$ cat src/rtl/aes128_inv_cipher_if.sv
// aes128_inv_cipher_if
//   Handshake and key-fetch bundle for the AES-128 inverse cipher core.
//   in_valid/in_ready/in_data   : ciphertext block in
//   rk_idx/rk_in                : round-key index out, key returned same cycle
//   out_valid/out_ready/out_data: plaintext block out
//   Byte order on all 128-bit fields: byte 0 = [127:120], byte 4c+r = state[r][c].
//   slave  : the cipher core side
//   master : the side feeding ciphertext, round keys and consuming plaintext
interface aes128_inv_cipher_if;
  logic         in_valid;
  logic         in_ready;
  logic [127:0] in_data;
  logic [3:0]   rk_idx;
  logic [127:0] rk_in;
  logic         out_valid;
  logic         out_ready;
  logic [127:0] out_data;

  modport slave  (input  in_valid, in_data, rk_in, out_ready,
                  output in_ready, rk_idx, out_valid, out_data);
  modport master (output in_valid, in_data, rk_in, out_ready,
                  input  in_ready, rk_idx, out_valid, out_data);
endinterface

$ cat src/rtl/aes128_inv_cipher_core.sv
// aes128_inv_cipher_core
//   Iterative AES-128 decryptor: one inverse round per clock, 10 round cycles
//   per block, no overlap between blocks. Round keys are fetched by index
//   from an external key-schedule store that answers combinationally.
//   Ports:
//     clk   : rising-edge clock
//     rst_n : asynchronous active-low reset
//     bus   : aes128_inv_cipher_if.slave (in/out handshakes, rk_idx/rk_in)
//   Parameter ROUNDS must be 10.

// Inverse S-box lookup (FIPS-197 Fig. 14); entry 0x00 is the leftmost byte.
module aes128_inv_sbox (
  input  logic [7:0] a,
  output logic [7:0] y
);
  localparam logic [255:0][7:0] INV_SBOX = {
    128'h52096ad53036a538bf40a39e81f3d7fb, 128'h7ce339829b2fff87348e4344c4dee9cb,
    128'h547b9432a6c2233dee4c950b42fac34e, 128'h082ea16628d924b2765ba2496d8bd125,
    128'h72f8f66486689816d4a45ccc5d65b692, 128'h6c704850fdedb9da5e154657a78d9d84,
    128'h90d8ab008cbcd30af7e45805b8b34506, 128'hd02c1e8fca3f0f02c1afbd0301138a6b,
    128'h3a9111414f67dcea97f2cfcef0b4e673, 128'h96ac7422e7ad3585e2f937e81c75df6e,
    128'h47f11a711d29c5896fb7620eaa18be1b, 128'hfc563e4bc6d279209adbc0fe78cd5af4,
    128'h1fdda8338807c731b11210592780ec5f, 128'h60517fa919b54a0d2de57a9f93c99cef,
    128'ha0e03b4dae2af5b0c8ebbb3c83539961, 128'h172b047eba77d626e169146355210c7d
  };
  // Element 255 holds entry 0x00, so index by the complement.
  assign y = INV_SBOX[~a];
endmodule

module aes128_inv_cipher_core #(
  parameter int ROUNDS = 10
) (
  input  logic               clk,
  input  logic               rst_n,
  aes128_inv_cipher_if.slave bus
);
  if (ROUNDS != 10) begin : g_cfg_err
    $error("aes128_inv_cipher_core: ROUNDS must be 10");
  end

  typedef enum logic [1:0] {IDLE, ROUND, DONE} fsm_e;

  fsm_e         fsm_q, fsm_d;
  logic [3:0]   round_q, round_d;
  logic [3:0]   rk_idx_q, rk_idx_d;
  logic [127:0] blk_q, blk_d;
  logic         in_ready_q, in_ready_d;
  logic         out_valid_q, out_valid_d;

  // Packed byte views: element 15-k is byte k.
  logic [15:0][7:0] st, isr, isb, ark, imc;

  function automatic logic [7:0] xt(input logic [7:0] b);
    return {b[6:0], 1'b0} ^ (b[7] ? 8'h1b : 8'h00);
  endfunction

  // sel 0..3 -> multiply by 0e, 0b, 0d, 09 from one xtime chain.
  function automatic logic [7:0] imul(input logic [7:0] b, input logic [1:0] sel);
    logic [7:0] x2, x4, x8;
    x2 = xt(b);
    x4 = xt(x2);
    x8 = xt(x4);
    case (sel)
      2'd0:    return x8 ^ x4 ^ x2;
      2'd1:    return x8 ^ x2 ^ b;
      2'd2:    return x8 ^ x4 ^ b;
      default: return x8 ^ b;
    endcase
  endfunction

  assign st = blk_q;

  // InvShiftRows as pure wiring: out(r,c) = in(r,(c-r) mod 4), then InvSubBytes.
  for (genvar k = 0; k < 16; k++) begin : g_byte
    localparam int R = k % 4;
    localparam int C = k / 4;
    localparam int S = 4 * ((C - R + 4) % 4) + R;
    assign isr[15-k] = st[15-S];
    aes128_inv_sbox u_isbox (.a(isr[15-k]), .y(isb[15-k]));
  end

  assign ark = isb ^ bus.rk_in;

  // InvMixColumns: coefficient for (row r, input j) is {0e,0b,0d,09}[(j-r) mod 4].
  always_comb begin
    imc = '0;
    for (int c = 0; c < 4; c++)
      for (int r = 0; r < 4; r++)
        for (int j = 0; j < 4; j++)
          imc[15-(4*c+r)] = imc[15-(4*c+r)] ^ imul(ark[15-(4*c+j)], 2'((j - r) & 3));
  end

  always_comb begin
    fsm_d       = fsm_q;
    round_d     = round_q;
    rk_idx_d    = rk_idx_q;
    blk_d       = blk_q;
    in_ready_d  = in_ready_q;
    out_valid_d = out_valid_q;
    case (fsm_q)
      IDLE: if (bus.in_valid && in_ready_q) begin
        blk_d      = bus.in_data ^ bus.rk_in;
        round_d    = 4'd9;
        rk_idx_d   = 4'd9;
        in_ready_d = 1'b0;
        fsm_d      = ROUND;
      end
      ROUND: if (round_q == 4'd0) begin
        blk_d       = ark;
        out_valid_d = 1'b1;
        rk_idx_d    = 4'd0;
        fsm_d       = DONE;
      end else begin
        blk_d    = imc;
        round_d  = round_q - 4'd1;
        rk_idx_d = round_q - 4'd1;
      end
      DONE: if (bus.out_ready) begin
        out_valid_d = 1'b0;
        in_ready_d  = 1'b1;
        rk_idx_d    = 4'd10;
        fsm_d       = IDLE;
      end
      default: begin
        out_valid_d = 1'b0;
        in_ready_d  = 1'b1;
        rk_idx_d    = 4'd10;
        fsm_d       = IDLE;
      end
    endcase
  end

  always_ff @(posedge clk or negedge rst_n) begin
    if (!rst_n) begin
      fsm_q       <= IDLE;
      round_q     <= 4'd0;
      rk_idx_q    <= 4'd10;
      blk_q       <= '0;
      in_ready_q  <= 1'b1;
      out_valid_q <= 1'b0;
    end else begin
      fsm_q       <= fsm_d;
      round_q     <= round_d;
      rk_idx_q    <= rk_idx_d;
      blk_q       <= blk_d;
      in_ready_q  <= in_ready_d;
      out_valid_q <= out_valid_d;
    end
  end

  assign bus.in_ready  = in_ready_q;
  assign bus.out_valid = out_valid_q;
  assign bus.out_data  = blk_q;
  assign bus.rk_idx    = rk_idx_q;
endmodule

$ cat src/flat_wrapper.sv
// flat-port wrapper written by rule: the top's interface ports become plain ports
module aes128_inv_cipher_core_flat 
#(
  parameter int ROUNDS = 10
)
  (clk, rst_n, bus_in_valid, bus_in_data, bus_rk_in, bus_out_ready, bus_in_ready, bus_rk_idx, bus_out_valid, bus_out_data);
  aes128_inv_cipher_if bus_i ();
  input  logic clk;
  input  logic rst_n;
  input wire logic [$bits(bus_i.in_valid)-1:0] bus_in_valid;
  input wire logic [$bits(bus_i.in_data)-1:0] bus_in_data;
  input wire logic [$bits(bus_i.rk_in)-1:0] bus_rk_in;
  input wire logic [$bits(bus_i.out_ready)-1:0] bus_out_ready;
  output wire logic [$bits(bus_i.in_ready)-1:0] bus_in_ready;
  output wire logic [$bits(bus_i.rk_idx)-1:0] bus_rk_idx;
  output wire logic [$bits(bus_i.out_valid)-1:0] bus_out_valid;
  output wire logic [$bits(bus_i.out_data)-1:0] bus_out_data;
  assign bus_i.in_valid = bus_in_valid;
  assign bus_i.in_data = bus_in_data;
  assign bus_i.rk_in = bus_rk_in;
  assign bus_i.out_ready = bus_out_ready;
  assign bus_in_ready = bus_i.in_ready;
  assign bus_rk_idx = bus_i.rk_idx;
  assign bus_out_valid = bus_i.out_valid;
  assign bus_out_data = bus_i.out_data;
  aes128_inv_cipher_core #(.ROUNDS(ROUNDS)) u_core (.clk(clk), .rst_n(rst_n), .bus(bus_i));
endmodule
$ cat config.mk
export PLATFORM = sky130hd
export DESIGN_NAME = aes128_inv_cipher_core_flat
export DESIGN_NICKNAME = d
export VERILOG_FILES = /design/src/rtl/aes128_inv_cipher_if.sv /design/src/rtl/aes128_inv_cipher_core.sv /design/src/flat_wrapper.sv
export SDC_FILE = /design/constraint.sdc
export NUM_CORES = 2
export LEC_CHECK = 0
export CAP_MARGIN = 30
export CORE_ASPECT_RATIO = 1.1
export CORE_MARGIN = 2
export CORE_UTILIZATION = 30
export DETAILED_ROUTE_END_ITERATION = 8
export PLACE_DENSITY = 0.42
export RECOVER_POWER = 100
export SYNTH_ARGS = -nofsm -noshare
export SYNTH_HDL_FRONTEND = slang
export SYNTH_HIERARCHICAL = 1
export SYNTH_SLANG_ARGS = --single-unit
$ cat constraint.sdc
create_clock -name clk -period 6.5 [get_ports clk]
set_input_delay 0.975 -clock clk [delete_from_list [all_inputs] [get_ports clk]]
set_output_delay 0.975 -clock clk [all_outputs]
set_load 0.005 [all_outputs]
==> qor.txt <==
Max clock buf depth - 2
DP HPWL - 339 mm
post-synthesis mux area share - 3.99%
post-CTS sizing - 0
Synth area leaders - xnor2_1 7.2%, o21ai_0 6.2%, a21oi_1 6.0%
clk_skew - 0.0292 ns
root buf cell - clkbuf_16
total track usage - 35.4%
die height - 519 µm
H-Tree Depth - 4
leading area contributor after synthesis - xnor2_1
worst-skew pair later-pin latency - 0.59 ns
count leader, synth - nand2_1
largest net degree at the start of global routing - 145
dpl cell area - 0.0785 mm²
DRT Wirelength - 461 mm
cell depth of the worst setup path - 14
FF-to-FF setup slack - -0.03 ns
hold crit path type - flop to flop
CP endpoint kind - flop
Final Cycle Share - 100%
GPL Wtd Cong - 1.06
design area - 0.0789 mm²
status - complete, but fails checks
Final Non-Filler Cells - 13400
DP Cell Count - 13300
die area - 0.245 mm²
vias post-DR - 93100
port bufs - 393
Worst EP arrival - 6.91 ns
cts bufs inserted - 17
Wirelength per Cell - 34.4 µm
Hold Fails Final Rpt - 0
CP cell instances - clkbuf_1, nor2b_1, a31oi_1, o21ai_0, o211ai_1, o21ai_0, xnor2_2, xnor3_1, xnor2_2, xnor2_1, xnor2_1, a22oi_1, clkbuf_2, o21ai_0
Rel. slew slack - -181%
post-synthesis compound-gate area fraction - 39.9%
Die X - 472 µm
Post-Synth Simple-Gate Area - 22.8%
Critical Path Max Stage Delay - 1.54 ns
share of cells above drive strength 1 - 8.54%
most used cell, CP - o21ai_0
failing checks - DRC, capacitance limit, slew limit, setup timing
Clock Sinks - 140
crit path to - u_core/bus.out_data[114]
Post-Synth XOR/XNOR Area - 13.4%
Crit-path slowest cell - clkbuf_1
worst r2r src - u_core/bus.out_data[44]
yosys warns - 6
I/O pins - 394
fraction of registers with async set or reset after synthesis - 100%
syn nets - 11100
drt pass-1 iters - 9
main combinational cell family by area after synthesis - compound AO/OA/AOI/OAI gates
Gate Count Post-Synth - 10500
max-cap violation count - 19
core area - 0.240 mm²
final worst setup slack - -0.0265 ns
CP max FO - 37
CP startpoint - u_core/bus.out_data[44]
Vias/cell - 6.94
Crit Path Category - flop to flop
most frequent cells after synthesis - 936 x nand2_1, 890 x o21ai_0, 869 x a21oi_1
Least-Margin Pin Slew - 4.22 ns
CTS tree - built
1st-iter DRT viols - 16000
GR Overflow Total - 0
area grow syn2layout - 9.13%
EDFF count, synth - 0
adder-cell share of the synthesized area - 5.83%
# DRC - 14
Final setup viols - 1
Critical path buffers and inverters - 2
global-route wire length before repair - 652 mm
RSZ-0062 raised after global routing - no
critical path startpoint category - flop
setup bufs post-CTS - 0
initial antenna violation count - 61
DRT antenna net count - 0
Synth top area share - 7.18%
starting density of the core - 30.1%
# fillers - 26100
#FFs+latches synth - 140
fmax - 0.153 GHz
fin crit period - 6.53 ns
vias in the first global route - 85200
clock-pin slew on the worst setup and hold paths - 0.08 ns
Unique masters post-synth - 109
Final Max Slew Viols - 737
Reg2Reg Depth - 14
Post-Syn Area per Cell - 6.89 µm²
FF-to-FF End - u_core/bus.out_data[114]
Crit path max-delay family - XOR/XNOR gates
number of hold buffers added after cts - 0
Seq/Total Area, Yosys - 4.85%
Most used DFF post-synth - dfrtp_1
FP Rows - 189
setup total negative slack - -0.0265 ns
synthesized cell area - 0.0723 mm²
final net count - 10800
Crit path required time - 6.88 ns
==> sequential cells by signal, summed over array words and instances (netlist names) <==
| register | count |
|---|---|
| u_core/bus.in_ready | 1 |
| u_core/bus.out_valid | 1 |
| u_core/bus.out_data | 128 |
| u_core/fsm_q | 2 |
| u_core/round_q | 4 |
| u_core/bus.rk_idx | 4 |
==> worst min-delay path by stage <==
stage | start | to | slack, ns | cells past startpoint
finish | u_core/bus.rk_idx[2] | u_core/bus.rk_idx[2] | 0.53 | 2
global route | u_core/bus.out_valid | u_core/bus.out_valid | 0.56 | 2
CTS | rst_n | u_core/bus.out_data[29] | 0.36 | 1
detailed placement | u_core/bus.rk_idx[2] | u_core/bus.rk_idx[2] | 0.50 | 2
global placement | u_core/bus.out_valid | u_core/bus.out_valid | 0.51 | 2
floorplan | u_core/bus.rk_idx[2] | u_core/bus.rk_idx[2] | 0.47 | 2
==> tightest hold or removal path: cells and delay by family, from the launching register on <==
family / cells / cell delay (ns)
AO/OA/AOI/OAI: 1 / 0.07
flip-flops: 1 / 0.37
AND/OR/NAND/NOR: 1 / 0.05
==> through the flow <==
| step | util, % | setup WS (ns) | hold slack (ns) |
|---|---|---|---|
| 6_report | 32.8 | -0.0265 | 0.528 |
| 2_1_floorplan | - | 1.45 | 0.472 |
| 3_3_place_gp | 32.6 | 0.155 | 0.513 |
| 5_1_grt | 32.8 | 0.0413 | 0.561 |
| 3_5_place_dp | 32.7 | 0.327 | 0.505 |
| 4_1_cts | 32.9 | 0.293 | 0.359 |
==> layout by cell type, fill, tap and decap left out, types with 140 or more instances in the layout <==
cell	n
o21ai_0	895
ha_1	336
o31ai_1	140
xor2_1	150
a221o_1	172
o221ai_1	167
inv_1	170
a211oi_1	222
xnor2_1	599
nor3_1	287
nand2b_1	323
a21oi_1	869
nor2b_1	259
nand3_1	389
o211ai_1	169
buf_4	391
a31oi_1	252
a311oi_1	220
clkdlybuf4s50_1	359
nand2_1	936
nor2_1	526
==> layout make-up <==
cell class / count / area, µm² / share of cell area (%)
repair buffers: 870 / 7730 / 9.79
clock inverters: 11 / 143 / 0.181
multi-input cells: 8968 / 62200 / 78.7
flip-flops and latches: 140 / 3590 / 4.55
diodes: 46 / 115 / 0.146
well taps: 3151 / 3940 / 4.99
inverters: 215 / 807 / 1.02
clock buffers: 21 / 460 / 0.583
==> logic make-up after synthesis <==
kind of cell	Yosys count
simple gates	3311
buf+inv	1388
compound gates	4219
mux	206
flops	140
xor+xnor	895
fa+ha+maj	337
==> metal layers <==
layer  GRT usage, %  wire length (µm)  vias up
li1               -                 -    39300
met1           44.4            176000    45000
met2           56.3            205000     7186
met3           6.39             44200     1608
met4           21.6             35200       26
met5              0               164        -
Power is not shown: default switching activity piles up to over one toggle a cycle in this logic, so the estimate is an artifact.
